--- config.mk ---
export PLATFORM = sky130hd
export DESIGN_NAME = seq_div_16x8
export DESIGN_NICKNAME = d
export VERILOG_FILES = /design/src/rtl/arith_pkg.sv /design/src/rtl/restoring_div_step.sv /design/src/rtl/seq_div_16x8.sv
export SDC_FILE = /design/constraint.sdc
export NUM_CORES = 1
export LEC_CHECK = 0
export CORE_AREA = 2 2 77 79
export DETAILED_ROUTE_END_ITERATION = 8
export DIE_AREA = 0 0 79 81
export PLACE_DENSITY = 0.71
export SETUP_SLACK_MARGIN = 0.02
export SKIP_LAST_GASP = 1
export SLEW_MARGIN = 20
export SYNTH_ARGS = -nofsm -noshare
export SYNTH_HDL_FRONTEND = slang
export SYNTH_SLANG_ARGS = --single-unit
--- constraint.sdc ---
create_clock -name clk -period 3.75 [get_ports clk]
set_input_delay 0.75 -clock clk [delete_from_list [all_inputs] [get_ports clk]]
set_output_delay 0.75 -clock clk [all_outputs]
set_load 0.03 [all_outputs]
--- src/rtl/arith_pkg.sv ---
// Shared arithmetic-unit definitions: divider FSM states, default widths
// and the quotient reported for a divide by zero.
package arith_pkg;

  localparam int DW = 16;  // dividend / quotient width
  localparam int VW = 8;   // divisor / remainder width
  localparam int CW = 5;   // iteration counter width, 2**CW > DW

  localparam logic [DW-1:0] DIV0_QUOTIENT = {DW{1'b1}};

  typedef enum logic [1:0] {
    ST_IDLE = 2'd0,
    ST_RUN  = 2'd1,
    ST_DONE = 2'd2
  } div_state_t;

endpackage : arith_pkg

--- src/rtl/restoring_div_step.sv ---
// One restoring-division iteration: shift the partial remainder left,
// bring in the next dividend bit, and subtract the divisor if it fits.
// Purely combinational so it can be chained in an unrolled divider.
module restoring_div_step #(
  parameter int VW = 8
) (
  input  logic [VW:0]   i_rem,
  input  logic          i_bit,
  input  logic [VW-1:0] i_divisor,
  output logic [VW:0]   o_next_rem,
  output logic          o_q_bit
);

  logic [VW+1:0] w_shifted;
  logic          w_take;
  logic [VW:0]   w_sub;

  // The full shifted value (including the overflow bit) drives the compare,
  // so the trial subtraction never needs a separate borrow chain.
  assign w_shifted  = {i_rem, i_bit};
  assign w_take     = (w_shifted >= {2'b00, i_divisor});
  assign w_sub      = w_take ? {1'b0, i_divisor} : {(VW+1){1'b0}};
  assign o_next_rem = w_shifted[VW:0] - w_sub;
  assign o_q_bit    = w_take;

endmodule : restoring_div_step

--- src/rtl/seq_div_16x8.sv ---
// Sequential radix-2 restoring divider: DW-bit dividend / VW-bit divisor,
// one quotient bit per clock, valid/ready handshake on both sides.
module seq_div_16x8 #(
  parameter int DW = arith_pkg::DW,
  parameter int VW = arith_pkg::VW,
  parameter int CW = arith_pkg::CW
) (
  input  logic          clk,
  input  logic          rst,
  input  logic          in_valid,
  output logic          in_ready,
  input  logic [DW-1:0] dividend,
  input  logic [VW-1:0] divisor,
  output logic          out_valid,
  input  logic          out_ready,
  output logic [DW-1:0] quotient,
  output logic [VW-1:0] remainder,
  output logic          div_by_zero
);

  import arith_pkg::*;

  div_state_t    r_state;
  div_state_t    w_state_next;
  logic [DW-1:0] r_shift;     // dividend shifts out the top, quotient fills the bottom
  logic [VW-1:0] r_divisor;
  logic [VW:0]   r_rem;       // one extra bit holds the shift overflow
  logic [CW-1:0] r_cnt;
  logic          r_dbz;
  logic          w_accept;
  logic          w_last_iter;
  logic [VW:0]   w_next_rem;
  logic          w_q_bit;

  assign w_accept    = in_valid && (r_state == ST_IDLE);
  assign w_last_iter = (r_cnt == CW'(DW-1));

  restoring_div_step #(.VW(VW)) u_step (
    .i_rem      (r_rem),
    .i_bit      (r_shift[DW-1]),
    .i_divisor  (r_divisor),
    .o_next_rem (w_next_rem),
    .o_q_bit    (w_q_bit)
  );

  // State register.
  always_ff @(posedge clk or posedge rst) begin
    if (rst) begin
      r_state <= ST_IDLE;
    end else begin
      r_state <= w_state_next;
    end
  end

  // Next-state decode. A divide by zero spends one RUN cycle with its
  // result already loaded so its latency is one clock after accept.
  always_comb begin
    w_state_next = r_state;
    case (r_state)
      ST_IDLE: begin
        if (in_valid) begin
          w_state_next = ST_RUN;
        end else begin
          w_state_next = ST_IDLE;
        end
      end
      ST_RUN: begin
        if (r_dbz || w_last_iter) begin
          w_state_next = ST_DONE;
        end else begin
          w_state_next = ST_RUN;
        end
      end
      ST_DONE: begin
        if (out_ready) begin
          w_state_next = ST_IDLE;
        end else begin
          w_state_next = ST_DONE;
        end
      end
      default: begin
        w_state_next = ST_IDLE;
      end
    endcase
  end

  // Datapath: latch operands on accept, iterate in RUN, hold otherwise.
  always_ff @(posedge clk or posedge rst) begin
    if (rst) begin
      r_shift   <= {DW{1'b0}};
      r_divisor <= {VW{1'b0}};
      r_rem     <= {(VW+1){1'b0}};
      r_cnt     <= {CW{1'b0}};
      r_dbz     <= 1'b0;
    end else begin
      case (r_state)
        ST_IDLE: begin
          if (w_accept) begin
            r_divisor <= divisor;
            r_rem     <= {(VW+1){1'b0}};
            r_cnt     <= {CW{1'b0}};
            if (divisor == {VW{1'b0}}) begin
              r_shift <= {DW{1'b1}};
              r_dbz   <= 1'b1;
            end else begin
              r_shift <= dividend;
              r_dbz   <= 1'b0;
            end
          end
        end
        ST_RUN: begin
          if (!r_dbz) begin
            r_rem   <= w_next_rem;
            r_shift <= {r_shift[DW-2:0], w_q_bit};
            r_cnt   <= r_cnt + {{(CW-1){1'b0}}, 1'b1};
          end
        end
        ST_DONE: begin
          r_dbz <= r_dbz;
        end
        default: begin
          r_dbz <= r_dbz;
        end
      endcase
    end
  end

  assign in_ready    = (r_state == ST_IDLE);
  assign out_valid   = (r_state == ST_DONE);
  assign quotient    = r_shift;
  assign remainder   = r_rem[VW-1:0];
  assign div_by_zero = r_dbz;

endmodule : seq_div_16x8

# Yosys cells after proc, flatten, opt, wreduce, memory -nomap -nowiden
# Cells that the tools add are included.
[classes]
multipliers = 0
n_reduce_logical = 7
n_eq_ne = 5
div = 0
shift = 0
muxes = 16
n_bitwise = 0
addsub = 2
n_lt_le_gt_ge = 1
[ops]
columns = ["op", "count"]
rows = [
  ["$mux 16", 3],
  ["$pmux 16 s2", 1],
  ["$mux 9", 2],
  ["$pmux 9 s2", 1],
  ["$ge 10x8->1", 1],
  ["$mux 5", 2],
  ["$pmux 5 s2", 1],
  ["$sub 9x9->9", 1],
  ["$logic_not 8->1", 1],
  ["$mux 8", 1],
  ["$pmux 2 s3", 1],
  ["$add 5x1->5 const B", 1],
  ["$eq 5x4->1 const B", 1],
  ["$mux 2", 2],
  ["$reduce_and 3->1", 1],
  ["$eq 2x1->1 const B", 1],
  ["$eq 2x2->1 const B", 1],
  ["$logic_not 2->1", 1],
  ["$mux 1", 2],
  ["$ne 2x1->1 const B", 1],
  ["$ne 2x2->1 const B", 1],
  ["$reduce_and 2->1", 1],
  ["$reduce_bool 2->1", 1],
  ["$logic_and 1x1->1", 1],
  ["$logic_or 1x1->1", 1],
]
[totals]
out_inout_bits = 27
rom_bits = 0
input_bits = 28
mem_count = 0
ram_bits = 0
latchBits = 0
reg_bits = 41

# Logic depth before layout (Yosys ltp)
# Gate-level depths: netlist (run 1).
[depth]
word_depth = 5
ltp_mapped = 13

# By module
# A second synthesis (run 1) with hierarchy kept.
[hier_totals]
cells_unflattened = 260
area_unflattened_um2 = 2655.0
[modules_own_cells]
columns = ["module", "area_each_um2", "cells_each", "instances"]
rows = [
  ["seq_div_16x8", 1944.4, 167, 1],
  ["restoring_div_step", 710.7, 93, 1],
]

# Worst setup path before layout (run 1)
# OpenSTA, ideal clock, no wires.
[synth_path]
path_kind = "register to register"
start = "register r_rem[4]"
end = "register r_rem[8]"
setup_slack_ps = 601
arrival_ps = 3016
stages_incl_launch_ff = 13
path_buffers = 0
required_time_ps = 3617
path_cell_list = "dfrtp_1 > ha_1 > o211ai_1 > or3_1 > o21ai_1 > and2_1 > ha_1 > inv_1 > fa_1 > a211oi_1 > o21ai_0 > a221oi_2 > nand3_1"
[synth_via]
elab_chain_cells = 5
[synth_rtl]
columns = ["element", "line", "rtl"]
rows = [
  ["start, declared", "seq_div_16x8.sv:27", "logic [VW:0] r_rem;"],
  ["start signal, assigned", "seq_div_16x8.sv:92", "r_rem <= {(VW+1){1'b0}};"],
  ["start signal, assigned", "seq_div_16x8.sv:100", "r_rem <= {(VW+1){1'b0}};"],
  ["start signal, assigned", "seq_div_16x8.sv:113", "r_rem <= w_next_rem;"],
  ["$ge 10x8->1", "restoring_div_step.sv:21", "assign w_take = (w_shifted >= {2'b00, i_divisor});"],
  ["$mux 8", "restoring_div_step.sv:22", "assign w_sub = w_take ? {1'b0, i_divisor} : {(VW+1){1'b0}};"],
  ["$sub 9x9->9 (*)", "restoring_div_step.sv:23", "assign o_next_rem = w_shifted[VW:0] - w_sub;"],
  ["$mux 9 (*)", "seq_div_16x8.sv:112", "if (!r_dbz) begin"],
  ["$pmux 9 s2 (*)", "seq_div_16x8.sv:96", "case (r_state)"],
]
# Every way passes the cells marked *; elsewhere a longest branch is shown, timed or not. The select of a mux whose other input is x is not followed.
# A chain may end at the register's enable or synchronous reset.

# Final worst setup path (run 1)
[layout_path]
start = "register r_rem[4]"
end = "register r_rem[7]"
# Same word-level chain as after synthesis.

==> results_dict.tcl, run 1 <==
set metrics [dict create \
    crit_arrival_ns 3.46 \
    worst_pin_slew_ns 0.8277 \
    post_drt_wl_per_cell_um 15.46 \
    netlist_area_mm2 0.002447 \
    vias 2057 \
    power_uw 3294 \
    port_buffers 54 \
    cp_top_family "compound AO/OA/AOI/OAI gates" \
    slowest_stage "a2111oi_0" \
    wirelength_um 5892 \
    rsz0062_at_grt "false" \
    worstSkewPairLatency_ns 0.30 \
    grt-ovfl-total 0 \
    post_cts_buffers 0 \
    core_area_mm2 0.005675 \
    criticalPathCategory "reg -> reg" \
    synth_nets 306 \
    first_pass_iters 4 \
    antenna_found_initial 0 \
    fin_cells 381 \
    clockBufferDepth 2 \
    slowest_delay_ns 0.47 \
    finClkSkew_ns 0.01091 \
    drcViolationCount 0 \
    cellPowerDensity_mw_per_mm2 1069 \
    crit_chain "ha_1, a2111oi_0, o21a_1, o21ai_1, buf_4, nand2_1, ha_1, a211oi_1, a2111oi_0, a221o_1, or3_1" \
    highest_layer "met4" \
    die_height_um 81 \
    hp-class "reg -> reg" \
    rows 28 \
    grt_pass1_wl_um 9680 \
    async_flop_share_pct 100.0 \
    syn2layout_area_growth_pct 25.92 \
    cts_made_buffers 5 \
    ant_nets 0 \
    grt_max_degree 40 \
    period_minus_slack_ns 3.281 \
    relSlewSlack_pct 44.82 \
    ios 55 \
    path_buf_inv 1 \
    final_cell_mix "clkdlybuf4s50_1, nand2_1, dfrtp_1, o21ai_0, ha_1" \
    clkTransAtPathRegs_ns 0.09 \
    critical_path.endpoint_type "flip-flop" \
    layout_commonest_cell "clkdlybuf4s50_1" \
    yosys_most_used_dff "dfrtp_1" \
    yosysWarnings 0 \
    cts_sinks 41 \
    wl_met1_um 2740 \
    n_antenna_cell 0 \
    place_area_mm2 0.002994 \
    synth_area_leaders "dfrtp_1, ha_1, nand2_1" \
    finalHoldViolCount 0 \
    outcome "completed" \
    wl_met2_um 2767 \
    path_max_fanout 7 \
    avgSynthCellArea_um2 9.449 \
    die_w_um 79 \
    seq_area_frac_synth_pct 41.92 \
    fin_area_mm2 0.003082 \
    yosys.area.top_type "dfrtp_1" \
    netlist_instances 259 \
    place.gp.congestion 0.8909 \
    fin_crit_sh_pct 87.49 \
    cellLeakagePower_uw 0.001282 \
    maxCapViolCount 0 \
    clock.fmax_ghz 0.3048 \
    final_max_slew_viol_count 0 \
    layout-drive-gt1-share_pct 6.209 \
    grt_pass1_vias 1986 \
    dr_wl_met3_um 288 \
    clock-root-buffer "clkbuf_8" \
    vias_per_cell 5.399 \
    cts_hold_buf 0 \
    place_inst 373 \
    htreeDepth 2 \
    drt_iter0_drc 118 \
    synthDistinctLibCells 48 \
    setup_viol 0 \
    synth-edff-count 0 \
    post_cts_resized 0 \
    dpl.hpwl_um 4337 \
    netlist.area_leader.share_pct 41.92 \
    grt_usage_pct 19.35 \
    ys_seq_elements 41 \
    ir_worst_vdd_mv 0.3919 \
    critPathLaunchType "flip-flop" \
    fin_nets 352 \
    initial_core_util_pct 43.12 \
    cts_tree "done" \
    crit_required_ns 3.93 \
    finalSetupTns_ns 0 \
    die-area_mm2 0.006399 \
]
stage by stage:
| stage | util (%) | setup WS, ns | hold WS, ns |
|---|---|---|---|
| after floorplan | - | 0.6011 | 0.4660 |
| after global placement | 52.76 | 0.5368 | 0.4888 |
| after detailed placement | 52.76 | 0.5049 | 0.4950 |
| after CTS | 54.30 | 0.4807 | 0.5158 |
| after global routing | 54.30 | 0.1366 | 0.5443 |
| final | 54.30 | 0.4693 | 0.5154 |
registers in the layout (all words and copies together) (netlist names):
register,count
quotient,16
r_rem,9
r_state,2
r_divisor,8
r_cnt,5
div_by_zero,1
power by group:
| group | internal, µW | switching [µW] | leakage, µW | total [µW] |
|---|---|---|---|---|
| Combinational | 940 | 1200 | 0.000752 | 2140 |
| Sequential | 672 | 191 | 0.000493 | 863 |
| Clock | 131 | 161 | 0.0000374 | 292 |
cell type report:
class,count,area [µm²]
fill,540,2594
timing repair buffer,60,585.6
clock inverter,2,15.01
clock buffer,6,72.57
tap,75,93.84
sequential,41,1026
multi-input combinational,184,1240
inverter,13,48.80
metal layers:
layer	global-route usage (%)	up-vias
met5	0	-
met4	6.207	0
met3	3.444	7
met2	30.68	49
met1	27.05	976
li1	-	1025
worst min-delay path, delay by kind of cell, from the launching register on:
kind                   cells  cell delay, ns
DFF                        1            0.33
AOI/OAI and AO/OA          1            0.09
buffers and inverters      1            0.05
worst paths after layout:
check	from	to	slack, ns	cells after the start
max in group asynchronous	rst	r_rem[1]	2.23	3
setup reg to reg	r_rem[4]	r_rem[7]	0.47	11
hold reg to reg	r_cnt[4]	r_cnt[4]	0.52	2
hold / removal	r_cnt[4]	r_cnt[4]	0.52	2
setup / recovery	r_rem[4]	r_rem[7]	0.47	11
min in group asynchronous	rst	quotient[7]	0.86	2
synth_stat cells (3+ instances only):
master	n
o31ai_1	5
buf_2	4
nor3_1	3
a22o_1	3
or3_1	3
o21a_1	4
a211oi_1	4
nor3b_1	5
a2111oi_0	4
o22ai_1	15
dfrtp_1	41
clkbuf_1	6
nand3_1	4
o21ai_1	10
nand2_1	42
buf_4	9
o21ai_0	23
nor2_1	6
ha_1	18
inv_1	13
cells by family (layout without fill, tap and decap cells):
group / after synthesis / count (layout) / synth area share [%]
AO/OA/AOI/OAI: 82 / 82 / 22.85
multiplexers: 1 / 1 / 0.4090
adder cells (fa/ha/maj): 19 / 19 / 10.02
buffers and inverters: 34 / 81 / 7.413
flip-flops: 41 / 41 / 41.92
XOR/XNOR: 3 / 3 / 1.074
AND/OR/NAND/NOR: 79 / 79 / 16.31
No activity file was read; power rests on OpenSTA's default activity.
==> run 2: changes to the inputs <==
--- a/config.mk
+++ b/config.mk
@@ -8,7 +8,7 @@
 export CORE_AREA = 2 2 77 79
 export DETAILED_ROUTE_END_ITERATION = 8
 export DIE_AREA = 0 0 79 81
-export PLACE_DENSITY = 0.71
+export PLACE_DENSITY_LB_ADDON = 0.15
 export SETUP_SLACK_MARGIN = 0.02
 export SKIP_LAST_GASP = 1
 export SLEW_MARGIN = 20
==> results_dict.tcl, run 2 (synthesized netlist as in run 1, its figures left out) <==
set metrics [dict create \
    highest_layer "met4" \
    cts_made_buffers 5 \
    initial_core_util_pct 43.12 \
    final_cell_mix "clkdlybuf4s50_1, nand2_1, dfrtp_1, o21ai_0, ha_1" \
    cp_top_family "compound AO/OA/AOI/OAI gates" \
    clockBufferDepth 2 \
    relSlewSlack_pct 41.50 \
    rsz0062_at_grt "false" \
    post_drt_wl_per_cell_um 15.64 \
    grt_pass1_vias 1926 \
    grt_usage_pct 20.20 \
    finalSetupTns_ns 0 \
    dpl.hpwl_um 4270 \
    clock.fmax_ghz 0.2965 \
    hp-class "reg -> reg" \
    post_cts_resized 0 \
    outcome "completed" \
    setup_viol 0 \
    die_w_um 79 \
    first_pass_iters 4 \
    ir_worst_vdd_mv 0.4885 \
    vias_per_cell 5.416 \
    utilization_pct 54.17 \
    crit_arrival_ns 3.55 \
    antenna_found_initial 0 \
    path_max_fanout 4 \
    htreeDepth 2 \
    crit_required_ns 3.93 \
    die-area_mm2 0.006399 \
    wirelength_um 5943 \
    cts_hold_buf 0 \
    slowest_stage "dfrtp_1" \
    slowest_delay_ns 0.42 \
    worstSkewPairLatency_ns 0.30 \
    hold_ws_ns 0.5085 \
    cts_sinks 41 \
    power_uw 3292 \
    rows 28 \
    finalHoldViolCount 0 \
    place.gp.congestion 0.7964 \
    wl_met1_um 2966 \
    grt_pass1_wl_um 9853 \
    worst_pin_slew_ns 0.8775 \
    layout_commonest_cell "clkdlybuf4s50_1" \
    clock-root-buffer "clkbuf_8" \
    vias 2058 \
    critPathLaunchType "flip-flop" \
    dr_wl_met3_um 166 \
    criticalPathCategory "reg -> reg" \
    ant_nets 0 \
    cellPowerDensity_mw_per_mm2 1071 \
    layout-drive-gt1-share_pct 5.902 \
    period_minus_slack_ns 3.372 \
    core_area_mm2 0.005675 \
    grt-ovfl-total 0 \
    n_antenna_cell 0 \
    critical_path.endpoint_type "flip-flop" \
    maxCapViolCount 0 \
    grt_max_degree 42 \
    ios 55 \
    final_max_slew_viol_count 0 \
    wl_met2_um 2735 \
    crit_path_frequent_cell "ha_1" \
    cellLeakagePower_uw 0.001278 \
    syn2layout_area_growth_pct 25.61 \
    fin_nets 351 \
    finClkSkew_ns 0.006717 \
    cts_tree "done" \
    crit_chain "ha_1, o211ai_1, or3_1, o21ai_1, and2_1, ha_1, inv_1, fa_1, a211oi_1, o21ai_0, a221oi_2, nand3_1" \
    port_buffers 54 \
    largest_reg_flops 16 \
    drcViolationCount 0 \
    die_height_um 81 \
    drt_iter0_drc 96 \
    path_buf_inv 1 \
    post_cts_buffers 0 \
    fin_crit_sh_pct 89.92 \
    clkTransAtPathRegs_ns 0.09 \
]
run 2: cell types whose count changed in the layout (fill, tap and decap cells not counted):
cell,change
buf_4,-1
run 2: path summary, 6_finish.rpt:
kind                        startpoint     endpoint  slack, ns  depth (start not counted)
max                           r_rem[4]     r_rem[8]       0.38                         12
min                        quotient[7]  quotient[7]       0.51                          2
max reg2reg                   r_rem[4]     r_rem[8]       0.38                         12
min reg2reg                quotient[7]  quotient[7]       0.51                          2
max in group asynchronous          rst     r_rem[3]       2.50                          3
min in group asynchronous          rst   r_state[1]       0.88                          3
run 2: worst min-delay path, stage by stage, from the launching register on:
cell and delay, ns:
dfrtp_1 0.37, nand2_1 0.05, o21ai_0 0.06
run 2: final cells by class:
| type | instances | area (µm²) |
|---|---|---|
| inverters | 13 | 48.80 |
| well taps | 75 | 93.84 |
| clock inverters | 2 | 15.01 |
| clock buffers | 6 | 72.57 |
| multi-input cells | 184 | 1240 |
| repair buffers | 59 | 578.1 |
| flip-flops and latches | 41 | 1026 |
| fillers | 541 | 2601 |
run 2: through the flow:
stage / cell area, µm² / std cells / worst slack [ns]
6_report: 3074 / 380 / 0.3779
5_1_grt: 3074 / 380 / 0.06454
4_1_cts: 3074 / 380 / 0.3461
3_5_place_dp: 2987 / 372 / 0.3710
3_3_place_gp: 2987 / 372 / 0.4508
2_1_floorplan: 2447 / 259 / 0.6011
run 2: routing by layer:
metal  global-route usage, %  vias to the layer above
li1                        -                     1027
met1                   28.40                      994
met2                   31.86                       31
met3                   3.333                        6
met4                   6.724                        0
met5                       0                        -
run 2: where the power goes:
group | leakage, µW | switching, µW | internal (µW)
clock network | 0.0000374 | 168 | 131
logic | 0.000748 | 1200 | 938
registers | 0.000493 | 187 | 672
